<file path="src/rtl/instr_mem_loader_if.sv">
// rtl/instr_mem_loader_if.sv - fetch, program-load and status signals of the instruction memory loader
//
// Purpose: bundles every instr_mem_loader signal except clk/reset.
// Ports (as seen from the loader, modport slave):
//   IMAddress   in  16  fetch address from the fetch unit
//   Instruction out 16  instruction word at IMAddress (NOP while loading / out of range)
//   load_valid  in   1  load_data/load_last carry a program word
//   load_data   in  16  program word to store
//   load_last   in   1  final word of the program image
//   load_ready  out  1  a program word is accepted this cycle
//   reload      in   1  request a return to loading from address 0
//   cpu_hold    out  1  fetch unit must not advance the PC
//   word_count  out 16  words written in the current/last load
//   addr_err    out  1  sticky out-of-range fetch flag
// The master modport is the mirror image, used by whatever drives the loader.

interface instr_mem_loader_if;
    logic [15:0] IMAddress;
    logic [15:0] Instruction;
    logic        load_valid;
    logic [15:0] load_data;
    logic        load_last;
    logic        load_ready;
    logic        reload;
    logic        cpu_hold;
    logic [15:0] word_count;
    logic        addr_err;

    modport slave (
        input  IMAddress,
        input  load_valid,
        input  load_data,
        input  load_last,
        input  reload,
        output Instruction,
        output load_ready,
        output cpu_hold,
        output word_count,
        output addr_err
    );

    modport master (
        output IMAddress,
        output load_valid,
        output load_data,
        output load_last,
        output reload,
        input  Instruction,
        input  load_ready,
        input  cpu_hold,
        input  word_count,
        input  addr_err
    );
endinterface

</file>
<file path="src/rtl/instr_mem_loader.sv">
// rtl/instr_mem_loader.sv - instruction memory that is filled by a word stream, then serves fetches
//
// Purpose: in LOAD, program words are written sequentially from address 0 while the CPU is held;
// in RUN, the memory is read combinationally at IMAddress and the CPU runs.
// Ports:
//   clk    in  1  single clock, rising edge
//   reset  in  1  synchronous active-high reset (state/counters only, memory is not cleared)
//   bus    slave modport of instr_mem_loader_if (fetch, load stream, reload, status)
// Parameters:
//   DEPTH     number of 16-bit words, power of two, 2..65536
//   NOP_WORD  instruction returned while loading or for out-of-range fetches

module instr_mem_loader #(
    parameter int          DEPTH    = 256,
    parameter logic [15:0] NOP_WORD = 16'h0000
) (
    input  logic                  clk,
    input  logic                  reset,
    instr_mem_loader_if.slave     bus
);

    localparam int AW = (DEPTH > 1) ? $clog2(DEPTH) : 1;

    typedef enum logic {
        S_LOAD = 1'b0,
        S_RUN  = 1'b1
    } state_t;

    state_t        state_q, state_d;
    logic [AW-1:0] wr_ptr_q, wr_ptr_d;
    logic [15:0]   word_count_q, word_count_d;
    logic          addr_err_q, addr_err_d;
    logic          mem_we;

    // No reset on the array: contents survive reset and reload.
    logic [15:0]   mem [DEPTH];

    logic          in_range;
    logic [AW-1:0] rd_addr;

    // Compare in 32 bits so DEPTH=65536 does not overflow the 16-bit address space.
    assign in_range = ({16'd0, bus.IMAddress} < 32'(DEPTH));
    assign rd_addr  = bus.IMAddress[AW-1:0];

    always_ff @(posedge clk) begin
        if (reset) begin
            state_q      <= S_LOAD;
            wr_ptr_q     <= '0;
            word_count_q <= '0;
            addr_err_q   <= 1'b0;
        end else begin
            state_q      <= state_d;
            wr_ptr_q     <= wr_ptr_d;
            word_count_q <= word_count_d;
            addr_err_q   <= addr_err_d;
        end
    end

    // A write coinciding with reset is dropped so that a reset mid-load leaves no trace
    // beyond the words already accepted.
    always_ff @(posedge clk) begin
        if (mem_we && !reset) begin
            mem[wr_ptr_q] <= bus.load_data;
        end
    end

    always_comb begin
        state_d      = state_q;
        wr_ptr_d     = wr_ptr_q;
        word_count_d = word_count_q;
        addr_err_d   = addr_err_q;
        mem_we       = 1'b0;

        unique case (state_q)
            S_LOAD: begin
                if (bus.reload) begin
                    // Reload wins over a simultaneous transfer.
                    wr_ptr_d     = '0;
                    word_count_d = '0;
                end else if (bus.load_valid) begin
                    mem_we       = 1'b1;
                    word_count_d = word_count_q + 16'd1;
                    if (bus.load_last || (wr_ptr_q == AW'(DEPTH - 1))) begin
                        // Leaving LOAD; the pointer stays put rather than wrapping.
                        state_d = S_RUN;
                    end else begin
                        wr_ptr_d = wr_ptr_q + AW'(1);
                    end
                end
            end
            S_RUN: begin
                if (bus.reload) begin
                    state_d      = S_LOAD;
                    wr_ptr_d     = '0;
                    word_count_d = '0;
                    addr_err_d   = 1'b0;
                end else if (!in_range) begin
                    addr_err_d = 1'b1;
                end
            end
            default: begin
                state_d = S_LOAD;
            end
        endcase
    end

    // Handshake/hold decode only from the registered state: no path from load_valid.
    assign bus.load_ready = (state_q == S_LOAD);
    assign bus.cpu_hold   = (state_q == S_LOAD);
    assign bus.word_count = word_count_q;
    assign bus.addr_err   = addr_err_q;

    always_comb begin
        bus.Instruction = NOP_WORD;
        if ((state_q == S_RUN) && in_range) begin
            bus.Instruction = mem[rd_addr];
        end
    end

endmodule

</file>
<file path="src/flat_wrapper.sv">
// flat-port wrapper written by rule: the top's interface ports become plain ports
module instr_mem_loader_flat 
#(
    parameter int          DEPTH    = 256,
    parameter logic [15:0] NOP_WORD = 16'h0000
)
  (clk, reset, bus_IMAddress, bus_load_valid, bus_load_data, bus_load_last, bus_reload, bus_Instruction, bus_load_ready, bus_cpu_hold, bus_word_count, bus_addr_err);
  instr_mem_loader_if bus_i ();
  input  logic clk;
  input  logic reset;
  input wire logic [$bits(bus_i.IMAddress)-1:0] bus_IMAddress;
  input wire logic [$bits(bus_i.load_valid)-1:0] bus_load_valid;
  input wire logic [$bits(bus_i.load_data)-1:0] bus_load_data;
  input wire logic [$bits(bus_i.load_last)-1:0] bus_load_last;
  input wire logic [$bits(bus_i.reload)-1:0] bus_reload;
  output wire logic [$bits(bus_i.Instruction)-1:0] bus_Instruction;
  output wire logic [$bits(bus_i.load_ready)-1:0] bus_load_ready;
  output wire logic [$bits(bus_i.cpu_hold)-1:0] bus_cpu_hold;
  output wire logic [$bits(bus_i.word_count)-1:0] bus_word_count;
  output wire logic [$bits(bus_i.addr_err)-1:0] bus_addr_err;
  assign bus_i.IMAddress = bus_IMAddress;
  assign bus_i.load_valid = bus_load_valid;
  assign bus_i.load_data = bus_load_data;
  assign bus_i.load_last = bus_load_last;
  assign bus_i.reload = bus_reload;
  assign bus_Instruction = bus_i.Instruction;
  assign bus_load_ready = bus_i.load_ready;
  assign bus_cpu_hold = bus_i.cpu_hold;
  assign bus_word_count = bus_i.word_count;
  assign bus_addr_err = bus_i.addr_err;
  instr_mem_loader #(.DEPTH(DEPTH), .NOP_WORD(NOP_WORD)) u_core (.clk(clk), .reset(reset), .bus(bus_i));
endmodule
</file>
<file path="config.mk">
export PLATFORM = sky130hd
export DESIGN_NAME = instr_mem_loader_flat
export DESIGN_NICKNAME = d
export VERILOG_FILES = /design/src/rtl/instr_mem_loader_if.sv /design/src/rtl/instr_mem_loader.sv /design/src/flat_wrapper.sv
export SDC_FILE = /design/constraint.sdc
export NUM_CORES = 2
export LEC_CHECK = 0
export ABC_AREA = 0
export CAP_MARGIN = 20
export CORE_MARGIN = 2
export CORE_UTILIZATION = 51
export CTS_CLUSTER_DIAMETER = 150
export DETAILED_ROUTE_END_ITERATION = 7
export PLACE_DENSITY = 0.73
export SLEW_MARGIN = 25
export SYNTH_ARGS = -nofsm -noshare
export SYNTH_HDL_FRONTEND = slang
export SYNTH_SLANG_ARGS = --single-unit
</file>
<file path="constraint.sdc">
create_clock -name clk -period 9.69 [get_ports clk]
set_clock_uncertainty 0.15 [all_clocks]
set_input_delay 2.907 -clock clk [delete_from_list [all_inputs] [get_ports clk]]
set_output_delay 2.907 -clock clk [all_outputs]
set_load 0.02 [all_outputs]
</file>
### After elaboration in Yosys (flattened, before gate mapping)

Memory sizes are Yosys's and may differ from the RTL's.
Index checks and enable logic that the tools add are counted.
Widths: inputs -> output; s select.

* memories: 1
* output and inout port bits: 35
* RAM bits: 4096
* flip-flop bits (word level): 26

Memory list
* u_core.mem: depth 256, width 16, read ports 1, clocked after Yosys merged registers in 0, wr ports 1, line instr_mem_loader.sv:36 `logic [15:0] mem [DEPTH];`

* bitwise operators: 1
* reduce and logical (&&, ||, !) cells: 7
* mux-type cells: 22
* equal/unequal tests: 5
* $lt $le $gt $ge: 1
* add/subtract/negate cells: 2

Operators with widths (number)
* $mux 16: 4
* $mux 8: 4
* $pmux 16 s2: 1
* $add 16x1->16 const B: 1
* $lt 16x9->1 const B: 1
* $pmux 8 s2: 1
* $mux 1: 11
* $add 8x1->8 const B: 1
* $eq 8x8->1 const B: 1
* $ne 3x3->1 const B: 2
* $ne 2x2->1 const B: 2
* $reduce_and 2->1: 2
* $reduce_and 3->1: 1
* $logic_and 1x1->1: 2
* $pmux 1 s2: 1
* $logic_not 1->1: 1
* $logic_or 1x1->1: 1
* $not 1->1: 1

### Depth between registers and ports, before layout

* word-level depth: 6
* mapped depth: 14
* mapped depth without buffers: 7

### Worst setup path before layout

Ideal clock, no wire load.

* path kind: input-to-output
* start: input port bus_IMAddress[0]
* end: output port bus_Instruction[9]
* arrival time: 5.135 ns
* path buffers: 6
* slack: 1.498 ns
* stages on the path: 12
* cells stage by stage: buf_6 buf_12 buf_12 buf_12 buf_12 buf_12 mux2i_1 o221ai_2 nor3_1 a2111oi_0 o21ai_0 o31ai_1

* word-level cells in the longest chain between the ends: 3
* elaborated cells on any way between the ends: 4
* classes of those cells: order compare (1); mux (1); reduce/logical (1); memory (1)

RTL lines
* start: declaration: line flat_wrapper.sv:11 `input wire logic [$bits(bus_i.IMAddress)-1:0] bus_IMAddress;`
* branches (longest 2 deep; another with $mem_v2 256x16)
* $mux 16 *: line instr_mem_loader.sv:115 `if ((state_q == S_RUN) && in_range) begin`
* end: declaration: line flat_wrapper.sv:16 `output wire logic [$bits(bus_i.Instruction)-1:0] bus_Instruction;`

Mark *: on every way between the ends.

### Worst setup path in the final report

* start: input port bus_IMAddress[11]
* end: output port bus_Instruction[10]

* word-level cells in the longest chain between the ends: 3

RTL lines
* $lt 16x9->1: line instr_mem_loader.sv:42 `assign in_range = ({16'd0, bus.IMAddress} < 32'(DEPTH));`
* $logic_and 1x1->1: line instr_mem_loader.sv:115
* $mux 16: line instr_mem_loader.sv:115

Every way passes these cells.

==> reports/qor.csv <==
metric,value,unit
avgViaCountPerCell,6.73,
ys.flop_type,edfxtp_1,
setup_viol,1,
reg2regPathDepth,8,
rows,205,
grt_max_degree,182,
status,finished with violations,
cp_max_fo,9,
yosysWarnings,0,
dieArea,0.319,mm^2
areaGrowthSynthToFinish,13.6,%
hold_class,reg -> reg,
initial_core_util,0.513,
finalNetCount,8220,
cts_tree,yes,
synth_cells,7488,
htreeDepth,5,
path_class,in -> out,
final.setup.tns,-0.146,ns
grt_pass1_vias,82635,
cap_violations,0,
post_cts_buffers,0,
rsz0062_at_grt,no,
drcViolationCount,22,
cts_buffers,394,
synth-seq-cells,4122,
crit_required,6.63,ns
place_area,0.169,mm^2
synth.avg_cell_area,21.4,um^2
dp_slack,-0.00816,ns
track_usage,0.280,
num-fill-cells,21452,
place_congestion,0.981,
drv_slew,0,
clk_latency,0.94,ns
powerDensity,201,mW/mm^2
synth_nets,7530,
drive_above_1_share,0.264,
synth_edf_count,4096,
wire_per_inst,35.7,um
first_iter_violations,14746,
hpwlAfterDp,272000,um
ctsRootBufferMaster,clkbuf_16,
p_leak,58.1,nW
final_cell_area,0.182,mm^2
total_power,36.6,mW
slew_headroom,0.199,
die_x,565,um
postRouteAntennaNets,0,
fmax,102,MHz
port_buffers,71,
ir_drop,0.219,mV
synth_area_leaders,"edfxtp_1 77%, mux4_2 11%, mux2i_1 3.3%",
startpoint_type,input port,
vias,85126,
synth_top_area_frac,0.768,
synth_top_area_cell,edfxtp_1,
multi_input_area,0.0339,mm^2
clock_sinks,4122,
wl,451000,um
grt_overflow,0,
syn_area,0.160,mm^2
fin_ws,-0.146,ns
min_delay_path_depth,2,
path_clk_slew,0.06,ns
antenna_found_initial,22,
synthArstFlopShare,0,
pin_count,72,
ff_latch_area,0.124,mm^2
core-area,0.312,mm^2
fin_crit_sh,1.02,
drtPass1Iterations,8,
worstPathArrival,6.78,ns
die_y,565,um
tightestPinTransition,1.20,ns
holdWs,0.356,ns
grt_first_pass_wirelength,630000,um
ys_types,81,
clockBufferDepth,4,
synth_sequential_area_ratio,0.771,
finalHoldViolCount,0,
period_needed,9.84,ns
cp-end-kind,primary output,
violations,"design-rule violations, negative setup slack",
[timing repair]
item	CTS	global route
pin swaps	0	0
hold buffers	0	0
setup endpoints to repair	1	2
gates resized for setup	2	2
[metrics by stage]
step | std cells | util
3_3_place_gp | 11919 | 0.542
4_1_cts | 12639 | 0.583
3_5_place_dp | 11920 | 0.542
2_1_floorplan | 7488 | -
6_report | 12649 | 0.583
5_1_grt | 12642 | 0.583
[worst max-delay path, stage by stage]
cell and delay (ns):
clkdlybuf4s50_1 0.44, nor4_2 0.72, nand4b_1 0.39, buf_4 0.33, a221oi_1 0.56, nand4_1 0.18
nor2_1 0.45, a22o_1 0.55, buf_4 0.23
[Yosys cell counts, types with 38 or more instances]
| cell type | instances |
|---|---|
| nand3_1 | 58 |
| buf_2 | 109 |
| o22ai_1 | 125 |
| mux2i_1 | 532 |
| a22oi_1 | 46 |
| nand2_1 | 130 |
| buf_6 | 63 |
| edfxtp_1 | 4096 |
| mux4_2 | 818 |
| nor2_1 | 397 |
| buf_8 | 38 |
| clkbuf_1 | 144 |
| o21ai_0 | 80 |
| buf_4 | 47 |
| a21oi_1 | 128 |
| o221ai_1 | 195 |
| nor3_1 | 48 |
[state kept, by name, summed over array words and instances, names as in the netlist]
| signal | flops |
|---|---|
| u_core.mem | 4096 |
| u_core.bus.addr_err | 1 |
| u_core.bus.word_count | 16 |
| u_core.wr_ptr_q | 8 |
| u_core.state_q | 1 |
[cell type report]
class                           instances  share of cell area
Clock buffer                          473              0.0566
Antenna cell                            8            0.000110
Tap cell                             4140              0.0285
Timing Repair Buffer                  739              0.0374
Clock inverter                        246              0.0124
Inverter                                9            0.000254
Multi-Input combinational cell       2912               0.186
Sequential cell                      4122               0.679
[cell families (layout without fill, tap and decap cells)]
group | after synthesis | in the layout | synth area share
fa+ha+maj | 5 | 5 | 0.000390
xor+xnor | 15 | 15 | 0.000820
other cells | 0 | 8 | 0
compound gates | 746 | 746 | 0.0330
mux | 1381 | 1381 | 0.153
buf+inv | 454 | 1467 | 0.0211
simple gates | 765 | 765 | 0.0212
flops | 4122 | 4122 | 0.771
[routing by layer]
layer	vias to the layer above	track usage	routed length (um)
met5	-	0	121
met4	16	0.132	25300
met3	1105	0.0773	61700
met2	6677	0.424	206000
met1	44339	0.381	158000
li1	32989	-	-
[final timing paths]
path	start	end	slack, ns
max reg2reg	u_core.state_q	u_core.mem[156][0]	5.60
min	u_core.bus.addr_err	u_core.bus.addr_err	0.36
min reg2reg	u_core.bus.addr_err	u_core.bus.addr_err	0.36
max	bus_IMAddress[11]	bus_Instruction[10]	-0.15
[power by group]
group          total (mW)  internal (mW)  switching, mW
registers            19.6           19.6        0.00190
logic                1.84          0.632           1.21
clock network        15.1           8.50           6.61
[layout by cell type, fill, tap and decap left out, types with 26 or more instances in the layout]
master / instances
dfxtp_1: 26
nand2_1: 126
nor2_1: 284
a21oi_1: 128
a22oi_1: 46
edfxtp_1: 4096
buf_12: 78
buf_4: 603
clkinv_1: 86
clkinv_2: 82
nor3_1: 47
clkbuf_16: 399
o22ai_1: 125
nand3_1: 54
bufinv_16: 34
o221ai_1: 195
nor2_2: 88
mux4_2: 818
clkbuf_1: 71
mux2i_1: 532
a211oi_1: 30
o21ai_0: 78
clkdlybuf4s50_1: 32
No activity file was read; power rests on OpenSTA's default activity.
